--- config.mk ---
export PLATFORM = sky130hd
export DESIGN_NAME = rom_load_ctrl
export DESIGN_NICKNAME = d
export VERILOG_FILES = /design/src/rtl/rom_load_ctrl_pkg.sv /design/src/rtl/rom_load_ctrl_byte_packer.sv /design/src/rtl/rom_load_ctrl.sv
export SDC_FILE = /design/constraint.sdc
export NUM_CORES = 1
export LEC_CHECK = 0
export CORE_MARGIN = 2
export CORE_UTILIZATION = 49
export CTS_BUF_LIST = sky130_fd_sc_hd__clkbuf_8
export CTS_CLUSTER_SIZE = 14
export DETAILED_ROUTE_END_ITERATION = 7
export PLACE_DENSITY = 0.82
export SLEW_MARGIN = 20
export SYNTH_ARGS = -nofsm -noshare
export SYNTH_HDL_FRONTEND = slang
export SYNTH_SLANG_ARGS = --single-unit
--- constraint.sdc ---
create_clock -name clk -period 3 [get_ports clk]
set_input_delay 0.3 -clock clk [delete_from_list [all_inputs] [get_ports clk]]
set_output_delay 0.3 -clock clk [all_outputs]
set_load 0.02 [all_outputs]
--- src/rtl/rom_load_ctrl_pkg.sv ---
// Shared definitions for the instruction-ROM program-load controller:
// FSM state encodings and the default ROM word-address width.
package rom_load_ctrl_pkg;

   localparam int ROM_AW = 12;

   typedef enum logic [1:0] {
      ST_IDLE = 2'd0,
      ST_LEN  = 2'd1,
      ST_DATA = 2'd2,
      ST_DONE = 2'd3
   } state_t;

endpackage

--- src/rtl/rom_load_ctrl_byte_packer.sv ---
// Packs a little-endian byte stream into 32-bit words.
// Ports:
//   clk, rst        clock, synchronous active-high reset
//   clr             synchronous clear of the byte counter and partial word
//   byte_en         a byte is accepted this cycle
//   byte_data[7:0]  accepted byte
//   word_valid      high in the cycle the 4th byte of a word is accepted
//   word[31:0]      assembled word, valid together with word_valid
module rom_load_ctrl_byte_packer (
   input  logic        clk,
   input  logic        rst,
   input  logic        clr,
   input  logic        byte_en,
   input  logic [7:0]  byte_data,
   output logic        word_valid,
   output logic [31:0] word
);

   logic [1:0]  byte_cnt;
   logic [23:0] low_bytes;

   always_ff @(posedge clk) begin
      if (rst || clr) begin
         byte_cnt  <= 2'd0;
         low_bytes <= 24'd0;
      end else if (byte_en) begin
         byte_cnt  <= byte_cnt + 2'd1;
         // Shift right so the first byte ends up in the least significant lane.
         low_bytes <= {byte_data, low_bytes[23:8]};
      end
   end

   // The 4th byte is used directly so the word is available in its accept cycle.
   assign word_valid = byte_en && (byte_cnt == 2'd3);
   assign word       = {byte_data, low_bytes};

endmodule

--- src/rtl/rom_load_ctrl.sv ---
// Program-load controller for the instruction ROM. Receives a length-prefixed
// little-endian byte stream, writes packed words to the ROM from address 0,
// and gates core fetches off the ROM read port while a load is in progress.
// Ports:
//   clk, rst                      clock, synchronous active-high reset
//   load_start_i                  begin a load session (IDLE only)
//   byte_valid_i/byte_data_i      stream input, byte_ready_o handshake
//   core_r_en_i/core_r_addr_i     core fetch request
//   rom_r_en_o/rom_r_addr_o       ROM read port
//   rom_w_en_o/_addr_o/_data_o    ROM write port
//   core_hold_o                   core held while loading
//   load_done_o                   one-cycle end-of-session pulse
//   load_err_o                    sticky length-overflow flag
//   words_wr_o                    words written this/last session
//
// state   | meaning
// IDLE    | waiting for load_start_i, ROM read port owned by the core
// LEN     | collecting the 4-byte little-endian word count
// DATA    | collecting data words, one ROM write per completed word
// DONE    | one-cycle end of session, final write lands here
module rom_load_ctrl
   import rom_load_ctrl_pkg::*;
#(
   parameter int AW = ROM_AW
) (
   input  logic          clk,
   input  logic          rst,
   input  logic          load_start_i,
   input  logic          byte_valid_i,
   input  logic [7:0]    byte_data_i,
   output logic          byte_ready_o,
   input  logic          core_r_en_i,
   input  logic [31:0]   core_r_addr_i,
   output logic          rom_r_en_o,
   output logic [31:0]   rom_r_addr_o,
   output logic          rom_w_en_o,
   output logic [31:0]   rom_w_addr_o,
   output logic [31:0]   rom_w_data_o,
   output logic          core_hold_o,
   output logic          load_done_o,
   output logic          load_err_o,
   output logic [AW:0]   words_wr_o
);

   localparam logic [31:0] CAPACITY = 32'd1 << AW;

   state_t        state;
   state_t        state_nxt;
   logic [31:0]   len;
   logic [AW:0]   word_idx;
   logic          accept;
   logic          pk_valid;
   logic [31:0]   pk_word;
   logic [31:0]   idx_next;

   assign byte_ready_o = (state == ST_LEN) || (state == ST_DATA);
   assign accept       = byte_valid_i && byte_ready_o;
   assign idx_next     = 32'(word_idx) + 32'd1;

   rom_load_ctrl_byte_packer u_packer (
      .clk        (clk),
      .rst        (rst),
      .clr        (state == ST_IDLE),
      .byte_en    (accept),
      .byte_data  (byte_data_i),
      .word_valid (pk_valid),
      .word       (pk_word)
   );

   always_ff @(posedge clk) begin
      if (rst) state <= ST_IDLE;
      else     state <= state_nxt;
   end

   always_comb begin
      state_nxt = state;
      case (state)
         ST_IDLE: if (load_start_i) state_nxt = ST_LEN;
         ST_LEN: begin
            if (pk_valid) begin
               if ((pk_word == 32'd0) || (pk_word > CAPACITY)) state_nxt = ST_DONE;
               else                                            state_nxt = ST_DATA;
            end
         end
         ST_DATA: if (pk_valid && (idx_next == len)) state_nxt = ST_DONE;
         ST_DONE: state_nxt = ST_IDLE;
         default: state_nxt = ST_IDLE;
      endcase
   end

   always_ff @(posedge clk) begin
      if (rst) begin
         len          <= 32'd0;
         word_idx     <= '0;
         load_err_o   <= 1'b0;
         rom_w_en_o   <= 1'b0;
         rom_w_addr_o <= 32'd0;
         rom_w_data_o <= 32'd0;
      end else begin
         rom_w_en_o <= 1'b0;
         case (state)
            ST_IDLE: begin
               if (load_start_i) begin
                  load_err_o <= 1'b0;
                  word_idx   <= '0;
               end
            end
            ST_LEN: begin
               if (pk_valid) begin
                  len <= pk_word;
                  if (pk_word > CAPACITY) load_err_o <= 1'b1;
               end
            end
            ST_DATA: begin
               if (pk_valid) begin
                  rom_w_en_o   <= 1'b1;
                  // word_idx stays below 2**AW while writing, so its MSB is never needed here.
                  rom_w_addr_o <= {{(30-AW){1'b0}}, word_idx[AW-1:0], 2'b00};
                  rom_w_data_o <= pk_word;
                  word_idx     <= word_idx + 1'b1;
               end
            end
            default: ;
         endcase
      end
   end

   assign words_wr_o   = word_idx;
   assign core_hold_o  = (state != ST_IDLE);
   assign load_done_o  = (state == ST_DONE);
   assign rom_r_en_o   = core_r_en_i && !core_hold_o;
   assign rom_r_addr_o = core_r_addr_i;

endmodule

==> insert_results.sql, run 1 <==
INSERT INTO impl_metrics (metric_group, metric, value, unit) VALUES
('cells_and_area', 'post_route_cells_drive_above_1_share', '7.01', '%'),
('worst_hold_path', 'timing.hold.worst.class', 'reg2reg', ''),
('logic_synthesis', 'yosys_register_bits', '119', ''),
('outcome', 'status', 'complete, no violations', ''),
('logic_synthesis', 'synthFlopType', 'dfxtp_1', ''),
('clock_network', 'htree_num_levels', '4', ''),
('logic_synthesis', 'yosysSeqAreaShare', '43.2', '%'),
('worst_setup_path', 'path_max_fanout', '9', ''),
('cells_and_area', 'multi_input_gate_area', '0.00258', 'mm²'),
('global_route', 'first_global_vias', '4666', ''),
('timing', 'setup_violations', '0', ''),
('logic_synthesis', 'yosys_warnings', '0', ''),
('timing', 'timing.slew.headroom', '39.0', '%'),
('worst_setup_path', 'critical_path_arrival', '3.11', 'ns'),
('clock_network', 'holdBufCountCts', '0', ''),
('pwr', 'leakage', '2.22', 'nW'),
('timing', 'final.setup_skew', '0.0138', 'ns'),
('cells_and_area', 'final_nets', '794', ''),
('drt', 'ant_nets', '0', ''),
('clock_network', 'cts_made_buffers', '17', ''),
('cells_and_area', 'antenna_cells_inserted', '0', ''),
('floorplanning', 'floorplan.rows', '38', ''),
('floorplanning', 'placeable_core_region', '0.0109', 'mm²'),
('timing', 'worst_slew_pin_slew', '0.915', 'ns'),
('worst_setup_path', 'cp.required', '3.35', 'ns'),
('logic_synthesis', 'synth.top_cells.by_area', 'dfxtp_1, nand2_1, a21oi_1', ''),
('clock_network', 'cts.sink_count', '119', ''),
('cells_and_area', 'post-route-util', '59.0', '%'),
('cells_and_area', 'fillerInstances', '966', ''),
('global_route', 'globalRouteTotalUtil', '24.0', '%'),
('timing', 'grt_setup_unrepaired', 'no', ''),
('timing', 'report.final.hold_viol_count', '0', ''),
('drt', 'num_vias', '4988', ''),
('flow_run', 'max_cap_viol_count', '0', ''),
('drt', 'detail_route.wl_per_cell', '15.6', 'µm'),
('floorplanning', 'die_height', '110', 'µm'),
('logic_synthesis', 'netlist_instances', '721', ''),
('drt', 'detail_route.vias_per_cell', '5.57', ''),
('cells_and_area', 'area_growth', '16.6', '%'),
('drt', 'drt_first_iter_violations', '466', ''),
('logic_synthesis', 'main_combinational_cell_family_by_area_after_synthesis', 'simple AND/OR/NAND/NOR gates', ''),
('worst_setup_path', 'critical_path_class', 'reg2reg', ''),
('logic_synthesis', 'synth_top_cell_by_area', 'dfxtp_1', ''),
('logic_synthesis', 'syn-mean-instance-area', '7.64', 'µm²'),
('drt', 'detail_route.wirelength', '14.0', 'mm'),
('floorplanning', 'die_w', '110', 'µm'),
('pwr', 'ir_worst_vdd', '438', 'µV'),
('floorplanning', 'dieArea', '0.0121', 'mm²'),
('pwr', 'power.density_cell_area', '598', 'mW/mm²'),
('logic_synthesis', 'async_reset_ff_share', '0', '%'),
('logic_synthesis', 'synthAdderAreaFrac', '1.36', '%'),
('logic_synthesis', 'mappedNetlistArea', '0.00551', 'mm²'),
('logic_synthesis', 'post_synth_xor_area_fraction', '3.50', '%'),
('timing', 'tns', '0', 'ns'),
('placement', 'io_buffer_count', '75', ''),
('cells_and_area', 'seqCellArea', '0.00238', 'mm²'),
('placement', 'worst_setup_slack_after_placement', '0.186', 'ns'),
('clock_network', 'buffer_cell_driving_the_clock_tree_root', 'clkbuf_8', ''),
('clock_network', 'clock_tree_from_tritoncts', 'built', ''),
('logic_synthesis', 'netlist.area_leader.share', '43.2', '%'),
('logic_synthesis', 'mux_cell_area_share_after_synthesis', '0.182', '%'),
('timing', 'worst_slack', '0.239', 'ns'),
('clock_network', 'clk_latency', '0.45', 'ns'),
('placement', 'routabilityCongestion', '0.908', ''),
('global_route', 'grt_antenna_before_repair', '0', ''),
('global_route', 'maximum_number_of_pins_on_one_net_before_global_route_repair', '51', ''),
('logic_synthesis', 'synth_enable_flop_cells', '0', ''),
('global_route', 'grt_first_pass_wirelength', '22.4', 'mm'),
('clock_network', 'clkTransAtPathRegs', '0.07', 'ns'),
('placement', 'hpwlAfterDp', '9.49', 'mm'),
('worst_setup_path', 'startpoint_type', 'flip-flop', '');
[state kept, by name (all words and copies together), names as in the netlist]
name,count
rom_w_en_o,1
u_packer.low_bytes,24
rom_w_addr_o,12
state,2
words_wr_o,13
u_packer.byte_cnt,2
rom_w_data_o,32
load_err_o,1
len,32
[cell type report]
type / count / area share (%)
clock inverters: 14 / 3.08
multi-input cells: 516 / 40.1
inverters: 5 / 0.292
clock buffers: 18 / 3.85
flip-flops and latches: 119 / 37.1
repair buffers: 84 / 12.8
well taps: 140 / 2.72
[logic make-up after synthesis]
| group | after synthesis |
|---|---|
| simple gates | 313 |
| compound gates | 154 |
| flops | 119 |
| buf+inv | 105 |
| xor+xnor | 22 |
| fa+ha+maj | 6 |
| other cells | 1 |
| mux | 1 |
[synthesized netlist by cell type (5+ instances only)]
cell type  number
nand2_1       217
a21oi_1       120
dfxtp_1       119
buf_4          53
clkbuf_1       41
nor2_1         20
o21ai_0        12
xnor2_1        11
xor2_1         11
nor4_1         10
nand4_1         9
nor3_1          9
nand3_1         8
nand2b_1        7
and2_1          6
ha_1            6
inv_1           5
or4_1           5
[timing repair]
| item | in CTS | in global routing |
|---|---|---|
| setup endpoints to repair | 0 | 1 |
| buffers inserted | 0 | 0 |
| resized for setup | 0 | 2 |
[worst max-delay path, cell delays in order, from the launching register on]
cell	delay, ns
dfxtp_1	0.44
ha_1	0.37
and4_1	0.49
nand2_4	0.12
a2bb2oi_1	0.17
or4b_1	0.54
or4_1	0.48
o311ai_1	0.08
[through the flow]
stage                     instances  hold WS, ns  instance area, µm²  power [W]
after floorplan                 740        0.436                5580    0.00215
after global placement          864        0.442                5980    0.00223
after detailed placement        864        0.447                5980    0.00225
after CTS                       896        0.457                6430    0.00385
after global routing            896        0.474                6430    0.00398
final                           896        0.456                6430    0.00384
[report_power, final]
part	leakage (nW)	switching, W	internal [W]
clock	0.225	0.000684	0.000935
combinational	1.03	0.000382	0.000184
sequential	0.959	0.0000454	0.00161
[path summary, 6_finish.rpt]
path / from / endpoint / cells after the start
max: words_wr_o[1]$_SDFFE_PP0P_ / state[0]$_SDFFE_PP0P_ / 7
min: rom_w_data_o[29]$_SDFFE_PP0P_ / rom_w_data_o[29]$_SDFFE_PP0P_ / 2
max reg2reg: words_wr_o[1]$_SDFFE_PP0P_ / state[0]$_SDFFE_PP0P_ / 7
min reg2reg: rom_w_data_o[29]$_SDFFE_PP0P_ / rom_w_data_o[29]$_SDFFE_PP0P_ / 2
[cell usage in the layout, fill, tap and decap left out, drive strengths merged, types with 7 or more instances in the layout]
cell           Yosys  final
buf               57     10
nand2b             7      7
nand4              9      9
o21ai             12     12
nor4              10     10
nor2              21     21
and2               7      7
inv                5      9
xnor2             11     11
xor2              11     11
conb               1     20
nand2            218    218
clkbuf            43     18
dfxtp            119    119
nand3              9      9
clkdlybuf4s50      0     74
a21oi            120    120
nor3               9      9
[per-layer routing]
| metal | vias up | share of wire, % | global-route usage [%] |
|---|---|---|---|
| met3 | 41 | 7.9 | 5.70 |
| met5 | - | 0 | 0 |
| met4 | 0 | 2.2 | 10.6 |
| li1 | 2384 | - | - |
| met2 | 228 | 49 | 38.3 |
| met1 | 2335 | 41 | 30.8 |
Power figures use the tool's default switching activity.
==> run 2, diff against run 1 <==
- CORE_ASPECT_RATIO: unset -> 0.6
==> insert_results.sql, run 2 (same netlist as run 1, synthesis figures left out) <==
INSERT INTO impl_metrics (metric_group, metric, value, unit) VALUES
('outcome', 'status', 'complete, no violations', ''),
('drt', 'detail_route.wl_per_cell', '16.2', 'µm'),
('clock_network', 'cts.sink_count', '119', ''),
('clock_network', 'clock_tree_from_tritoncts', 'built', ''),
('timing', 'hold_slack', '0.453', 'ns'),
('placement', 'placedCellCount', '864', ''),
('floorplanning', 'die_w', '141', 'µm'),
('worst_setup_path', 'endpoint_kind', 'flip-flop', ''),
('placement', 'hpwlAfterDp', '10.1', 'mm'),
('pwr', 'power.internal', '0.00261', 'W'),
('cells_and_area', 'antenna_cells_inserted', '0', ''),
('timing', 'grt_setup_unrepaired', 'no', ''),
('drt', 'drt_first_iter_violations', '627', ''),
('timing', 'final.setup_skew', '0.0125', 'ns'),
('pwr', 'comb_power_share', '15.9', '%'),
('worst_setup_path', 'cp.required', '3.35', 'ns'),
('worst_hold_path', 'timing.hold.worst.class', 'reg2reg', ''),
('global_route', 'grt_first_pass_wirelength', '23.3', 'mm'),
('timing', 'tns', '0', 'ns'),
('clock_network', 'clkTransAtPathRegs', '0.07', 'ns'),
('drt', 'drc', '0', ''),
('worst_setup_path', 'critical_path_arrival', '3.18', 'ns'),
('drt', 'ant_nets', '0', ''),
('cells_and_area', 'area_growth', '15.8', '%'),
('timing', 'setup_violations', '0', ''),
('timing', 'timing.final.max_slew_violations', '0', ''),
('clock_network', 'cts_made_buffers', '17', ''),
('clock_network', 'cts_max_path_buffers', '2', ''),
('global_route', 'maximum_number_of_pins_on_one_net_before_global_route_repair', '53', ''),
('cells_and_area', 'final_nets', '795', ''),
('timing', 'worst_slew_pin_slew', '0.912', 'ns'),
('worst_setup_path', 'critical_path_class', 'reg2reg', ''),
('pwr', 'power_frac_clock', '39.2', '%'),
('timing', 'report.final.hold_viol_count', '0', ''),
('drt', 'drt_pass1_iterations', '5', ''),
('cells_and_area', 'post_route_cells_drive_above_1_share', '6.75', '%'),
('global_route', 'globalRouteTotalUtil', '24.7', '%'),
('floorplanning', 'dieArea', '0.0121', 'mm²'),
('timing', 'post-route-min-period', '2.83', 'ns'),
('timing', 'timing.slew.headroom', '39.2', '%'),
('global_route', 'grt_antenna_before_repair', '0', ''),
('pwr', 'p_sw', '0.00107', 'W'),
('pwr', 'ir_worst_vdd', '354', 'µV'),
('placement', 'io_buffer_count', '75', ''),
('timing', 'peak_clock_frequency_supported_by_timing', '0.354', 'GHz'),
('global_route', 'grt_remaining_overflow', '0', ''),
('clock_network', 'buffer_cell_driving_the_clock_tree_root', 'clkbuf_8', ''),
('pwr', 'leakage', '2.21', 'nW'),
('floorplanning', 'placeable_core_region', '0.0108', 'mm²'),
('floorplanning', 'floorplan.rows', '29', ''),
('drt', 'detail_route.vias_per_cell', '5.50', ''),
('placement', 'worst_setup_slack_after_placement', '0.152', 'ns'),
('floorplanning', 'floorplan.io_pins', '160', ''),
('global_route', 'first_global_vias', '4362', ''),
('clock_network', 'cts_post_setup_buffers_inserted', '0', ''),
('clock_network', 'htree_num_levels', '4', ''),
('worst_setup_path', 'startpoint_type', 'flip-flop', ''),
('pwr', 'power.density_cell_area', '577', 'mW/mm²'),
('drt', 'num_vias', '4919', ''),
('pwr', 'sw_frac_of_total', '29.1', '%'),
('drt', 'detail_route.wirelength', '14.5', 'mm'),
('pwr', 'report.power.total', '0.00369', 'W'),
('clock_network', 'clk_latency', '0.44', 'ns'),
('cells_and_area', 'stdcell_count', '895', ''),
('flow_run', 'max_cap_viol_count', '0', ''),
('timing', 'final_min_period_over_clock_period', '94.3', '%'),
('placement', 'routabilityCongestion', '0.900', ''),
('floorplanning', 'floorplan.initialDensity', '51.1', '%'),
('cells_and_area', 'mostFrequentLayoutCells', 'nand2_1, a21oi_1, dfxtp_1', ''),
('cells_and_area', 'layout.cells.most_common', 'nand2_1', ''),
('cells_and_area', 'largest_registers', 'len: 32 flops, rom_w_data_o: 32 flops, u_packer.low_bytes: 24 flops', ''),
('pwr', 'sequentialPowerShare', '44.9', '%'),
('floorplanning', 'die_height', '86.2', 'µm'),
('timing', 'worst_slack', '0.172', 'ns'),
('worst_setup_path', 'path_max_fanout', '8', '');
## run 2: final cells by class
type,instances,area (µm²)
fill,960,4400
multi-input combinational,516,2580
sequential,119,2380
timing repair buffer,85,833
clock buffer,21,289
tap,139,174
clock inverter,10,104
inverter,5,18.8
## run 2: critical path, stage by stage, from the launching register on
cell and delay (ns):
dfxtp_1 0.43, inv_1 0.09, ha_1 0.35, and3_2 0.29
o21ai_0 0.16, nor2_1 0.19, o2111ai_1 0.13, or4b_1 0.55
or4_1 0.49, o311ai_1 0.08
## run 2: power by group through the flow
stage                     Sequential, W  Clock [W]  Combinational, W
after floorplan                 0.00168          0          0.000465
after global placement          0.00168          0          0.000552
after detailed placement        0.00169          0          0.000569
after CTS                       0.00165    0.00147          0.000574
after global routing            0.00166    0.00154          0.000637
final                           0.00165    0.00145          0.000585
## run 2: worst paths after layout
path / from / endpoint / slack (ns) / depth (start not counted)
setup / recovery: state[0]$_SDFFE_PP0P_ / state[0]$_SDFFE_PP0P_ / 0.17 / 9
hold / removal: rom_w_addr_o[3]$_SDFFE_PP0P_ / rom_w_addr_o[3]$_SDFFE_PP0P_ / 0.45 / 2
setup reg to reg: state[0]$_SDFFE_PP0P_ / state[0]$_SDFFE_PP0P_ / 0.17 / 9
hold reg to reg: rom_w_addr_o[3]$_SDFFE_PP0P_ / rom_w_addr_o[3]$_SDFFE_PP0P_ / 0.45 / 2
## run 2: routing by layer
metal	up-vias	part of all wire, %	GRT usage (%)
met5	-	0	0
met4	0	0.50	6.64
met3	6	9.3	7.54
met2	224	41	33.1
met1	2303	49	37.7
li1	2386	-	-
## run 2: timing repair
item | CTS | global route
setup endpoints to repair | 0 | 1
gates resized for setup | 0 | 1
hold buffers | 0 | 0
## run 2: through the flow
stage / util (%) / cell area (µm²)
after global placement: 55.6 / 5990
after floorplan: - / 5580
after global routing: 59.2 / 6380
after CTS: 59.2 / 6380
after detailed placement: 55.6 / 5990
final: 59.2 / 6380
